$ cat config.mk
export PLATFORM = sky130hd
export DESIGN_NAME = pipe_ctrl_flat
export DESIGN_NICKNAME = d
export VERILOG_FILES = /design/src/rtl/pipe_ctrl_if.sv /design/src/rtl/pipe_ctrl.sv /design/src/flat_wrapper.sv
export SDC_FILE = /design/constraint.sdc
export NUM_CORES = 1
export LEC_CHECK = 0
export BUFFER_PORTS_ARGS = -buffer_cell sky130_fd_sc_hd__buf_2
export CORE_ASPECT_RATIO = 0.9
export CORE_MARGIN = 2
export CORE_UTILIZATION = 30
export CTS_BUF_LIST = sky130_fd_sc_hd__clkbuf_4 sky130_fd_sc_hd__clkbuf_8
export CTS_CLUSTER_DIAMETER = 150
export DETAILED_ROUTE_END_ITERATION = 8
export GPL_ROUTABILITY_DRIVEN = 0
export SYNTH_ARGS = -nofsm -noshare
export SYNTH_HDL_FRONTEND = slang
export SYNTH_SLANG_ARGS = --single-unit
$ cat constraint.sdc
create_clock -name clk -period 3.3 [get_ports clk]
set_input_delay 0 -clock clk [delete_from_list [all_inputs] [get_ports clk]]
set_output_delay 0 -clock clk [all_outputs]
set_load 0.05 [all_outputs]
$ cat src/rtl/pipe_ctrl_if.sv
// Signal bundle between the Y86-64 pipeline datapath and its control unit.
// Pure wiring; no storage, so it adds no latency.
// No backpressure; every field is a level that is sampled each cycle.
//
// master : datapath side (drives stage icodes/status, receives strobes/counters)
// slave  : pipe_ctrl side
interface pipe_ctrl_if #(
    parameter int CNT_W = 32
);
    // datapath -> control
    logic             clr_cnt;
    logic [3:0]       D_icode;
    logic [3:0]       d_srcA;
    logic [3:0]       d_srcB;
    logic [3:0]       E_icode;
    logic [3:0]       E_dstM;
    logic             e_Cnd;
    logic [3:0]       M_icode;
    logic [2:0]       m_stat;
    logic [2:0]       W_stat;
    // control -> datapath
    logic             F_stall;
    logic             D_stall;
    logic             D_bubble;
    logic             E_bubble;
    logic             M_bubble;
    logic             W_stall;
    logic             set_cc;
    logic             halted;
    logic [2:0]       stat_out;
    logic [CNT_W-1:0] cycle_cnt;
    logic [CNT_W-1:0] stall_cnt;
    logic [CNT_W-1:0] mispred_cnt;

    modport master (
        output clr_cnt, D_icode, d_srcA, d_srcB, E_icode, E_dstM, e_Cnd,
               M_icode, m_stat, W_stat,
        input  F_stall, D_stall, D_bubble, E_bubble, M_bubble, W_stall,
               set_cc, halted, stat_out, cycle_cnt, stall_cnt, mispred_cnt
    );

    modport slave (
        input  clr_cnt, D_icode, d_srcA, d_srcB, E_icode, E_dstM, e_Cnd,
               M_icode, m_stat, W_stat,
        output F_stall, D_stall, D_bubble, E_bubble, M_bubble, W_stall,
               set_cc, halted, stat_out, cycle_cnt, stall_cnt, mispred_cnt
    );
endinterface

$ cat src/rtl/pipe_ctrl.sv
// Y86-64 pipeline control: stall/bubble strobes, post-reset flush, halt on W exception, perf counters.
// Strobes are combinational (0 cycles); halted/stat_out follow a W exception by 1 cycle.
// No backpressure of its own; it is the source of pipeline stalls.
//
// Ports: clk, rst (async active-high) plus pipe_ctrl_if.slave p carrying stage
// icodes/status in and stall/bubble/set_cc/halted/stat_out/counters out.
module pipe_ctrl #(
    parameter int FLUSH_CYCLES = 4,
    parameter int CNT_W        = 32
) (
    input  logic        clk,
    input  logic        rst,
    pipe_ctrl_if.slave  p
);
    localparam logic [3:0] I_OPQ    = 4'h6;
    localparam logic [3:0] I_MRMOVQ = 4'h5;
    localparam logic [3:0] I_JXX    = 4'h7;
    localparam logic [3:0] I_RET    = 4'h9;
    localparam logic [3:0] I_POPQ   = 4'hB;
    localparam logic [3:0] R_NONE   = 4'hF;

    localparam logic [2:0] S_AOK = 3'd1;
    localparam logic [2:0] S_HLT = 3'd2;
    localparam logic [2:0] S_ADR = 3'd3;
    localparam logic [2:0] S_INS = 3'd4;

    localparam logic [3:0]       FLUSH_LAST = 4'(FLUSH_CYCLES - 1);
    localparam logic [CNT_W-1:0] CNT_MAX    = '1;

    typedef enum logic [1:0] {
        ST_FLUSH  = 2'd0,
        ST_RUN    = 2'd1,
        ST_HALTED = 2'd2
    } state_t;

    state_t           state_q, state_d;
    logic [3:0]       flush_cnt_q, flush_cnt_d;
    logic [2:0]       stat_q, stat_d;
    logic [CNT_W-1:0] cycle_q, cycle_d;
    logic [CNT_W-1:0] stall_q, stall_d;
    logic [CNT_W-1:0] mispred_q, mispred_d;

    logic lu, rt, mp, exc_m, exc_w;
    logic f_stall, d_stall, d_bubble, e_bubble, m_bubble, w_stall, set_cc;

    // Hazard terms.
    always_comb begin
        lu    = ((p.E_icode == I_MRMOVQ) || (p.E_icode == I_POPQ)) &&
                (p.E_dstM != R_NONE) &&
                ((p.E_dstM == p.d_srcA) || (p.E_dstM == p.d_srcB));
        rt    = (p.D_icode == I_RET) || (p.E_icode == I_RET) || (p.M_icode == I_RET);
        mp    = (p.E_icode == I_JXX) && !p.e_Cnd;
        exc_m = (p.m_stat == S_HLT) || (p.m_stat == S_ADR) || (p.m_stat == S_INS);
        exc_w = (p.W_stat == S_HLT) || (p.W_stat == S_ADR) || (p.W_stat == S_INS);
    end

    // Run-state machine and strobe generation.
    always_comb begin
        state_d     = state_q;
        flush_cnt_d = flush_cnt_q;
        stat_d      = stat_q;
        f_stall     = 1'b0;
        d_stall     = 1'b0;
        d_bubble    = 1'b0;
        e_bubble    = 1'b0;
        m_bubble    = 1'b0;
        w_stall     = 1'b0;
        set_cc      = 1'b0;
        case (state_q)
            ST_FLUSH: begin
                // Registers have no reset: push NOPs through D/E/M until garbage is gone.
                f_stall     = 1'b1;
                d_bubble    = 1'b1;
                e_bubble    = 1'b1;
                m_bubble    = 1'b1;
                flush_cnt_d = flush_cnt_q + 4'd1;
                if (flush_cnt_q == FLUSH_LAST) begin
                    state_d     = ST_RUN;
                    flush_cnt_d = '0;
                end
            end
            ST_RUN: begin
                f_stall  = lu | rt;
                d_stall  = lu;
                // Load/use holds D, so a ret bubble must not overwrite the held instruction.
                d_bubble = mp | (rt & !lu);
                e_bubble = mp | lu;
                m_bubble = exc_m | exc_w;
                w_stall  = exc_w;
                // An excepting instruction ahead of E must not see CC side effects.
                set_cc   = (p.E_icode == I_OPQ) & !exc_m & !exc_w;
                if (exc_w) begin
                    state_d = ST_HALTED;
                    stat_d  = p.W_stat;
                end
            end
            ST_HALTED: begin
                f_stall  = 1'b1;
                d_stall  = 1'b1;
                w_stall  = 1'b1;
                e_bubble = 1'b1;
                m_bubble = 1'b1;
            end
            default: begin
                state_d     = ST_FLUSH;
                flush_cnt_d = '0;
            end
        endcase
    end

    // Saturating counters; clear wins over increment and works in every state.
    always_comb begin
        cycle_d   = cycle_q;
        stall_d   = stall_q;
        mispred_d = mispred_q;
        if (p.clr_cnt) begin
            cycle_d   = '0;
            stall_d   = '0;
            mispred_d = '0;
        end else if (state_q == ST_RUN) begin
            if (cycle_q != CNT_MAX)
                cycle_d = cycle_q + 1'b1;
            if (f_stall && (stall_q != CNT_MAX))
                stall_d = stall_q + 1'b1;
            if (mp && (mispred_q != CNT_MAX))
                mispred_d = mispred_q + 1'b1;
        end
    end

    always_ff @(posedge clk or posedge rst) begin
        if (rst) begin
            state_q     <= ST_FLUSH;
            flush_cnt_q <= '0;
            stat_q      <= S_AOK;
            cycle_q     <= '0;
            stall_q     <= '0;
            mispred_q   <= '0;
        end else begin
            state_q     <= state_d;
            flush_cnt_q <= flush_cnt_d;
            stat_q      <= stat_d;
            cycle_q     <= cycle_d;
            stall_q     <= stall_d;
            mispred_q   <= mispred_d;
        end
    end

    assign p.F_stall     = f_stall;
    assign p.D_stall     = d_stall;
    assign p.D_bubble    = d_bubble;
    assign p.E_bubble    = e_bubble;
    assign p.M_bubble    = m_bubble;
    assign p.W_stall     = w_stall;
    assign p.set_cc      = set_cc;
    assign p.halted      = (state_q == ST_HALTED);
    assign p.stat_out    = stat_q;
    assign p.cycle_cnt   = cycle_q;
    assign p.stall_cnt   = stall_q;
    assign p.mispred_cnt = mispred_q;
endmodule

$ cat src/flat_wrapper.sv
// flat-port wrapper written by rule: the top's interface ports become plain ports
module pipe_ctrl_flat 
#(
    parameter int FLUSH_CYCLES = 4,
    parameter int CNT_W        = 32
)
  (clk, rst, p_clr_cnt, p_D_icode, p_d_srcA, p_d_srcB, p_E_icode, p_E_dstM, p_e_Cnd, p_M_icode, p_m_stat, p_W_stat, p_F_stall, p_D_stall, p_D_bubble, p_E_bubble, p_M_bubble, p_W_stall, p_set_cc, p_halted, p_stat_out, p_cycle_cnt, p_stall_cnt, p_mispred_cnt);
  pipe_ctrl_if #(.CNT_W(CNT_W)) p_i ();
  input  logic clk;
  input  logic rst;
  input wire logic [$bits(p_i.clr_cnt)-1:0] p_clr_cnt;
  input wire logic [$bits(p_i.D_icode)-1:0] p_D_icode;
  input wire logic [$bits(p_i.d_srcA)-1:0] p_d_srcA;
  input wire logic [$bits(p_i.d_srcB)-1:0] p_d_srcB;
  input wire logic [$bits(p_i.E_icode)-1:0] p_E_icode;
  input wire logic [$bits(p_i.E_dstM)-1:0] p_E_dstM;
  input wire logic [$bits(p_i.e_Cnd)-1:0] p_e_Cnd;
  input wire logic [$bits(p_i.M_icode)-1:0] p_M_icode;
  input wire logic [$bits(p_i.m_stat)-1:0] p_m_stat;
  input wire logic [$bits(p_i.W_stat)-1:0] p_W_stat;
  output wire logic [$bits(p_i.F_stall)-1:0] p_F_stall;
  output wire logic [$bits(p_i.D_stall)-1:0] p_D_stall;
  output wire logic [$bits(p_i.D_bubble)-1:0] p_D_bubble;
  output wire logic [$bits(p_i.E_bubble)-1:0] p_E_bubble;
  output wire logic [$bits(p_i.M_bubble)-1:0] p_M_bubble;
  output wire logic [$bits(p_i.W_stall)-1:0] p_W_stall;
  output wire logic [$bits(p_i.set_cc)-1:0] p_set_cc;
  output wire logic [$bits(p_i.halted)-1:0] p_halted;
  output wire logic [$bits(p_i.stat_out)-1:0] p_stat_out;
  output wire logic [$bits(p_i.cycle_cnt)-1:0] p_cycle_cnt;
  output wire logic [$bits(p_i.stall_cnt)-1:0] p_stall_cnt;
  output wire logic [$bits(p_i.mispred_cnt)-1:0] p_mispred_cnt;
  assign p_i.clr_cnt = p_clr_cnt;
  assign p_i.D_icode = p_D_icode;
  assign p_i.d_srcA = p_d_srcA;
  assign p_i.d_srcB = p_d_srcB;
  assign p_i.E_icode = p_E_icode;
  assign p_i.E_dstM = p_E_dstM;
  assign p_i.e_Cnd = p_e_Cnd;
  assign p_i.M_icode = p_M_icode;
  assign p_i.m_stat = p_m_stat;
  assign p_i.W_stat = p_W_stat;
  assign p_F_stall = p_i.F_stall;
  assign p_D_stall = p_i.D_stall;
  assign p_D_bubble = p_i.D_bubble;
  assign p_E_bubble = p_i.E_bubble;
  assign p_M_bubble = p_i.M_bubble;
  assign p_W_stall = p_i.W_stall;
  assign p_set_cc = p_i.set_cc;
  assign p_halted = p_i.halted;
  assign p_stat_out = p_i.stat_out;
  assign p_cycle_cnt = p_i.cycle_cnt;
  assign p_stall_cnt = p_i.stall_cnt;
  assign p_mispred_cnt = p_i.mispred_cnt;
  pipe_ctrl #(.FLUSH_CYCLES(FLUSH_CYCLES), .CNT_W(CNT_W)) u_core (.clk(clk), .rst(rst), .p(p_i));
endmodule
==> results by group, run 1 <==
Setup path
  • CP Capture Point: u_core.p.stall_cnt[19]$_DFFE_PP0P_
  • R2r startpoint: u_core.state_q[1]$_DFFE_PP0P_
  • Worst Setup SP: u_core.state_q[1]$_DFFE_PP0P_
  • Crit Path Class: flop to flop
  • Top Family by Delay on Critical Path: buffers and inverters
  • CP max stage cell: dfrtp_1
  • Critical path depth: 8
  • CP Data Arrival Time: 2750 ps
  • Worst setup SP type: flop
  • Critical Path Max Stage Delay: 430 ps
  • Buf+Inv Stages, Crit Path: 4
  • Worst reg-to-reg setup slack: 820 ps
  • Worst path cell trace: inv_1 -> ha_1 -> buf_4 -> inv_1 -> a211o_1 -> buf_4 -> nor4b_1 -> mux2_2
  • RR Endpoint: u_core.p.stall_cnt[19]$_DFFE_PP0P_
  • Worst-case reg-to-reg path depth: 8
  • Worst Path Max Fanout: 55
  • Crit end category: flop
  • CP required: 3570 ps

Yosys
  • Syn. warnings: 0
  • Distinct cells, synth: 58
  • Sequential share of the synthesized area: 43.7%
  • Post-Synthesis Cells: 668
  • Post-synthesis sequential element count: 105
  • Syn avg cell area: 9.00 um^2
  • Synth Net Count: 710
  • Yosys top cell area share: 43.3%
  • Synthesized area: 0.00601 mm^2
  • Area leader, netlist: dfrtp_1
  • Most frequent cells after synthesis: 104 x dfrtp_1, 94 x nor2_1, 51 x nand3_1, 47 x xor2_1, 45 x nand2_1
  • Most used DFF post-synth: dfrtp_1
  • Synth top area cells: dfrtp_1 43%, xor2_1 6.8%, nor2_1 5.9%, nand3_1 4.2%, nand4_1 3.7%
  • Post-synth ARST share: 100%
  • Most common cell in the netlist: dfrtp_1
  • Post-synth EDFFs: 0

Place
  • IO Port Bufs: 140
  • Hpwl dp: 10,700 um
  • Cell Area, Placed: 0.00699 mm^2

Detailed routing
  • DR pass1 iterations: 4
  • DR iter-0 viols: 277
  • Number of nets with antenna violations after routing: 0
  • Drc violations: 0
  • Via Count: 5,404
  • Total wire length: 15,500 um
  • Vias/cell: 5.07
  • Drt wl/cell: 14.5 um

Pwr
  • Max IR drop VDD: 310 uV
  • Power per Cell Area: 421 mW/mm^2
  • Static leakage: 0.00323 uW

Timing
  • Slew at the pin closest to its max-slew limit: 815 ps
  • Fmax: 403 MHz
  • Slew headroom: 45.7%
  • Tcrit/Tclk final: 75.2%
  • RSZ-0062 raised after global routing: false
  • Post-route minimum period: 2480 ps
  • Endpoints failing setup: 0
  • Setup_tns: 0 ps
  • Max Slew Vio Count: 0
  • Hold Fails Final Rpt: 0
  • Clock Skew: 10.3 ps
  • Worst hold margin: 35.8 ps

Global route
  • Vias in the first global route: 5,116
  • Congestion Overflow GR: 0
  • Initial antenna violation count: 0
  • First-pass GRT wire length: 26,300 um
  • GRT Total Usage: 14.8%
  • Largest net degree at the start of global routing: 77

Clock network
  • Post-CTS Resized: 0
  • Root Buffer: clkbuf_8
  • Clock Sinks: 105
  • TritonCTS Buffers: 9
  • CTS H-tree lvls: 3
  • Postcts setup bufs: 0
  • Clock Tree Buf Depth: 2
  • CTS tree: done
  • CTS hold repair buffers: 6
  • Worst-path clk slew: 110 ps
  • Worst-skew pair later-pin latency: 380 ps

Run
  • Max Cap Viol: 0

Die
  • # IOs: 141
  • Die Wd: 153 um
  • Die Height: 138 um
  • Row count: 49
  • Initial Util: 30.3%
  • Floorplan core area: 0.0198 mm^2
  • Die area: 0.0212 mm^2

Hold path
  • Worst hold path depth: 5
  • Hold crit path type: input port to flop

Finish
  • Synth-to-layout area growth: 20.9%
  • Nets: 848
  • Diodes inserted: 0
  • Final instance area: 0.00727 mm^2
  • Ratio of cells with drive above 1 in the final layout: 23.3%

Status
  • Outcome: finished clean
==> stage by stage <==
step	power, uW	std cells	setup slack [ps]	utilization (%)
floorplan	1980	668	541	-
global placement	2160	1044	878	35.3
detailed placement	2160	1044	806	35.3
CTS	3100	1065	802	36.7
global route	3230	1065	625	36.7
finish	3060	1065	819	36.7
==> layout make-up <==
class / count / area, um^2
timing repair buffer: 157 / 858
clock buffer: 10 / 138
tap: 255 / 319
multi-input combinational: 518 / 3180
inverter: 15 / 58.8
sequential: 105 / 2630
fill: 2065 / 12500
clock inverter: 5 / 80.1
==> power breakdown <==
part / total [uW] / switching [uW] / internal, uW
Combinational: 766 / 560 / 206
Sequential: 1380 / 48.2 / 1340
Clock: 906 / 463 / 443
Total: 3060 / 1070 / 1980
==> layout by cell type, fill, tap and decap left out, types with 5 or more instances in the layout <==
| cell | count |
|---|---|
| a21oi_1 | 41 |
| and2_1 | 5 |
| and3_1 | 15 |
| and4_1 | 5 |
| buf_2 | 139 |
| buf_4 | 11 |
| clkbuf_8 | 10 |
| dfrtp_1 | 104 |
| dlygate4sd3_1 | 6 |
| ha_1 | 8 |
| inv_1 | 14 |
| mux2_2 | 9 |
| nand2_1 | 45 |
| nand3_1 | 51 |
| nand4_1 | 36 |
| nor2_1 | 94 |
| nor2b_1 | 11 |
| nor3_1 | 18 |
| nor4_1 | 13 |
| o21ai_0 | 16 |
| o31ai_1 | 15 |
| or3_1 | 14 |
| or4_1 | 15 |
| xnor2_1 | 17 |
| xor2_1 | 47 |
==> routing by layer <==
layer  track usage (%)  vias to the layer above  share of wire (%)
met4              4.00                        0                1.5
met5                 0                        -                  0
met2              23.0                      113                 46
met1              21.0                     2608                 49
li1                  -                     2667                  -
met3              3.01                       16                4.1
==> flip-flops by register name (all words and copies together) (netlist names) <==
register and count:
u_core.p.cycle_cnt 32, u_core.state_q 2, u_core.p.mispred_cnt 32, u_core.flush_cnt_q 4
u_core.p.stall_cnt 32, u_core.p.stat_out 3
==> worst min-delay path, delay by kind of cell <==
kind / cells / cell delay (ps)
simple gates: 3 / 210
buf+inv: 1 / 100
compound gates: 1 / 60
==> cell families (layout without fill, tap and decap cells) <==
logic type | Yosys count | count (layout) | synth area share (%)
and+or+nand+nor | 348 | 348 | 31.0
muxes | 12 | 12 | 2.21
AOI/OAI and AO/OA | 86 | 86 | 8.74
xor gates and xnor gates | 64 | 64 | 9.33
DFF | 105 | 105 | 43.7
adders and majority gates | 8 | 8 | 1.67
buffers and inverters | 45 | 187 | 3.27
==> worst min-delay path by stage <==
stage	from	end	slack [ps]
after floorplan	p_W_stat[1]	u_core.p.stat_out[2]$_DFFE_PP0P_	90
after global placement	rst	u_core.p.stat_out[2]$_DFFE_PP0P_	210
after detailed placement	rst	u_core.p.stat_out[1]$_DFFE_PP0P_	220
after CTS	p_W_stat[0]	u_core.p.stat_out[1]$_DFFE_PP0P_	5
after global routing	p_W_stat[0]	u_core.p.stat_out[1]$_DFFE_PP0P_	30
final	p_W_stat[0]	u_core.p.stat_out[1]$_DFFE_PP0P_	40
No activity file was read; power rests on OpenSTA's default activity.
==> run 2: changes to the inputs <==
==> constraint.sdc (replaced) <==
create_clock -name clk -period 2.2 [get_ports clk]
set_input_delay 0 -clock clk [delete_from_list [all_inputs] [get_ports clk]]
set_output_delay 0 -clock clk [all_outputs]
set_load 0.05 [all_outputs]
==> run 2 against run 1 <==
  * Fmax up 14%
  * Power rose by 63%
  * Wire length grew 8.0%
  * Final cell count rose by 6.5%
  * Worst setup slack got worse by 790 ps
  * Sequential share of layout area down 3.9 points
  * Largest cell class unchanged
  * Register-to-register slack got worse by 790 ps
  * First-iteration DRC count down 15%
  * Critical path type unchanged
  * Sequential cell count did not move
==> results by group, run 2 (synthesis results as in run 1) <==
Setup path
  • CP Data Arrival Time: 2470 ps (-280 ps)
  • Worst Path Max Fanout: 6 (-89%)
  • Worst setup SP type: flop
  • Crit Path Class: flop to flop
  • CP required: 2500 ps (-1070 ps)
  • Worst reg-to-reg setup slack: 30 ps (-790 ps)
  • Crit end category: flop

Timing
  • Tcrit/Tclk final: 98.7% (+24 points)
  • Slew headroom: 38.6% (-7.1 points)
  • Hold Fails Final Rpt: 0 (unchanged)
  • Post-route setup slack: 28.5 ps (-790 ps)
  • Endpoints failing setup: 0 (unchanged)
  • Fmax: 461 MHz (+14%)
  • Max Slew Vio Count: 0 (unchanged)
  • Clock Skew: 10.9 ps (+0.614 ps)
  • Post-route minimum period: 2170 ps (-310 ps)
  • RSZ-0062 raised after global routing: true
  • Slew at the pin closest to its max-slew limit: 921 ps (+106 ps)

Clock network
  • TritonCTS Buffers: 9 (unchanged)
  • Worst-skew pair later-pin latency: 380 ps (about the same)
  • Clock Tree Buf Depth: 2 (unchanged)
  • CTS H-tree lvls: 3 (unchanged)
  • Clock Sinks: 105 (unchanged)
  • CTS tree: done
  • Worst-path clk slew: 100 ps (about the same)
  • Root Buffer: clkbuf_8

Finish
  • Synth-to-layout area growth: 38.9%
  • Most common cell after layout, fill and taps aside: buf_2
  • Nets: 916 (+8.0%)
  • Ratio of cells with drive above 1 in the final layout: 41.0% (+18 points)
  • Diodes inserted: 0 (unchanged)
  • # fillers: 1,961 (-5.0%)
  • Most frequent cells in the layout: 138 x buf_2, 94 x nor2_1, 63 x buf_4

Global route
  • Largest net degree at the start of global routing: 106 (+38%)
  • First-pass GRT wire length: 26,800 um (+1.8%)
  • Initial antenna violation count: 0 (unchanged)
  • Vias in the first global route: 5,360 (+4.8%)
  • Congestion Overflow GR: 0 (unchanged)
  • GRT Total Usage: 15.1% (+0.36 points)

Detailed routing
  • Total wire length: 16,700 um (+8.0%)
  • Vias/cell: 5.03 (-0.84%)
  • DR iter-0 viols: 236 (-15%)
  • Number of nets with antenna violations after routing: 0 (unchanged)
  • Drc violations: 0 (unchanged)
  • Via Count: 5,706 (+5.6%)
  • Drt wl/cell: 14.7 um (+1.5%)
  • DR pass1 iterations: 5 (+1)

Die
  • Initial Util: 30.3% (unchanged)
  • Die Wd: 153 um (unchanged)
  • Die area: 0.0212 mm^2 (unchanged)
  • # IOs: 141 (unchanged)
  • Floorplan core area: 0.0198 mm^2 (unchanged)
  • Die Height: 138 um (unchanged)
  • Row count: 49 (unchanged)

Run
  • Max Cap Viol: 0 (unchanged)

Place
  • IO Port Bufs: 140 (unchanged)
  • Setup WS pre-CTS: -33.4 ps (-840 ps)
  • Hpwl dp: 11,400 um (+6.3%)

Pwr
  • Total power: 4970 uW (+63%)
  • Max IR drop VDD: 326 uV (+5.1%)
  • Static leakage: 0.00375 uW (+16%)
  • Power per Cell Area: 596 mW/mm^2 (+42%)

Status
  • Outcome: finished clean

Hold path
  • Hold crit path type: input port to flop
run 2: area by class of cell:
class	instances	area, um^2	area share (%)
flip-flops and latches	105	2690	32.3
repair buffers	225	1550	18.6
multi-input cells	518	3530	42.3
well taps	255	319	3.82
clock inverters	5	56.3	0.675
inverters	15	60.1	0.720
clock buffers	11	139	1.66
run 2: power by group:
part           internal (uW)  leakage, uW  switching [uW]
logic                    658      0.00228             990
registers               2010      0.00137            60.7
clock network            554     0.000101             702
run 2: what timing repair did:
item,CTS,global route
cloned,0,6
pin swaps,0,48
hold buffers,6,0
hold endpoints to repair,107,0
setup buffers,0,10
gates resized for setup,3,67
endpoints found under the setup margin,6,54
run 2: metal layers:
layer | vias to the layer above | share of wire [%] | global-route usage, %
met1 | 2758 | 48 | 21.0
met5 | - | 0 | 0
met2 | 119 | 47 | 23.9
met4 | 0 | 1.6 | 4.53
li1 | 2811 | - | -
met3 | 18 | 4.0 | 3.04
run 2: path summary, 6_finish.rpt:
check                      cells past startpoint                         startpoint                                   to
hold / removal                                 3                          p_clr_cnt   u_core.p.cycle_cnt[16]$_DFFE_PP0P_
setup reg to reg                               8      u_core.state_q[1]$_DFFE_PP0P_  u_core.p.mispred_cnt[9]$_DFFE_PP0P_
max in group asynchronous                      4                                rst   u_core.p.stall_cnt[21]$_DFFE_PP0P_
hold reg to reg                                2  u_core.flush_cnt_q[1]$_DFFE_PP0N_    u_core.flush_cnt_q[1]$_DFFE_PP0N_
setup / recovery                               8      u_core.state_q[1]$_DFFE_PP0P_  u_core.p.mispred_cnt[9]$_DFFE_PP0P_
min in group asynchronous                      4                                rst   u_core.p.cycle_cnt[12]$_DFFE_PP0P_
run 2: stage by stage:
step / instance area [um^2] / TNS (ps) / cells / util (%) / hold slack (ps)
final: 8340 / 0 / 1134 / 42.1 / 101
after global routing: 8340 / -462 / 1134 / 42.1 / 114
after CTS: 7820 / -18.6 / 1119 / 39.5 / 73.4
after detailed placement: 7550 / -38.2 / 1097 / 38.1 / 234
after global placement: 7550 / 0 / 1097 / 38.1 / 217
after floorplan: 6150 / -1030 / 668 / - / 89.1
run 2: critical path: stages (launching register included):
cell and delay (ps):
dfrtp_1 400, inv_2 80, ha_4 130, nand4b_1 100, or3b_4 440, a211o_4 370
buf_6 150, or3_1 300, a21oi_1 120
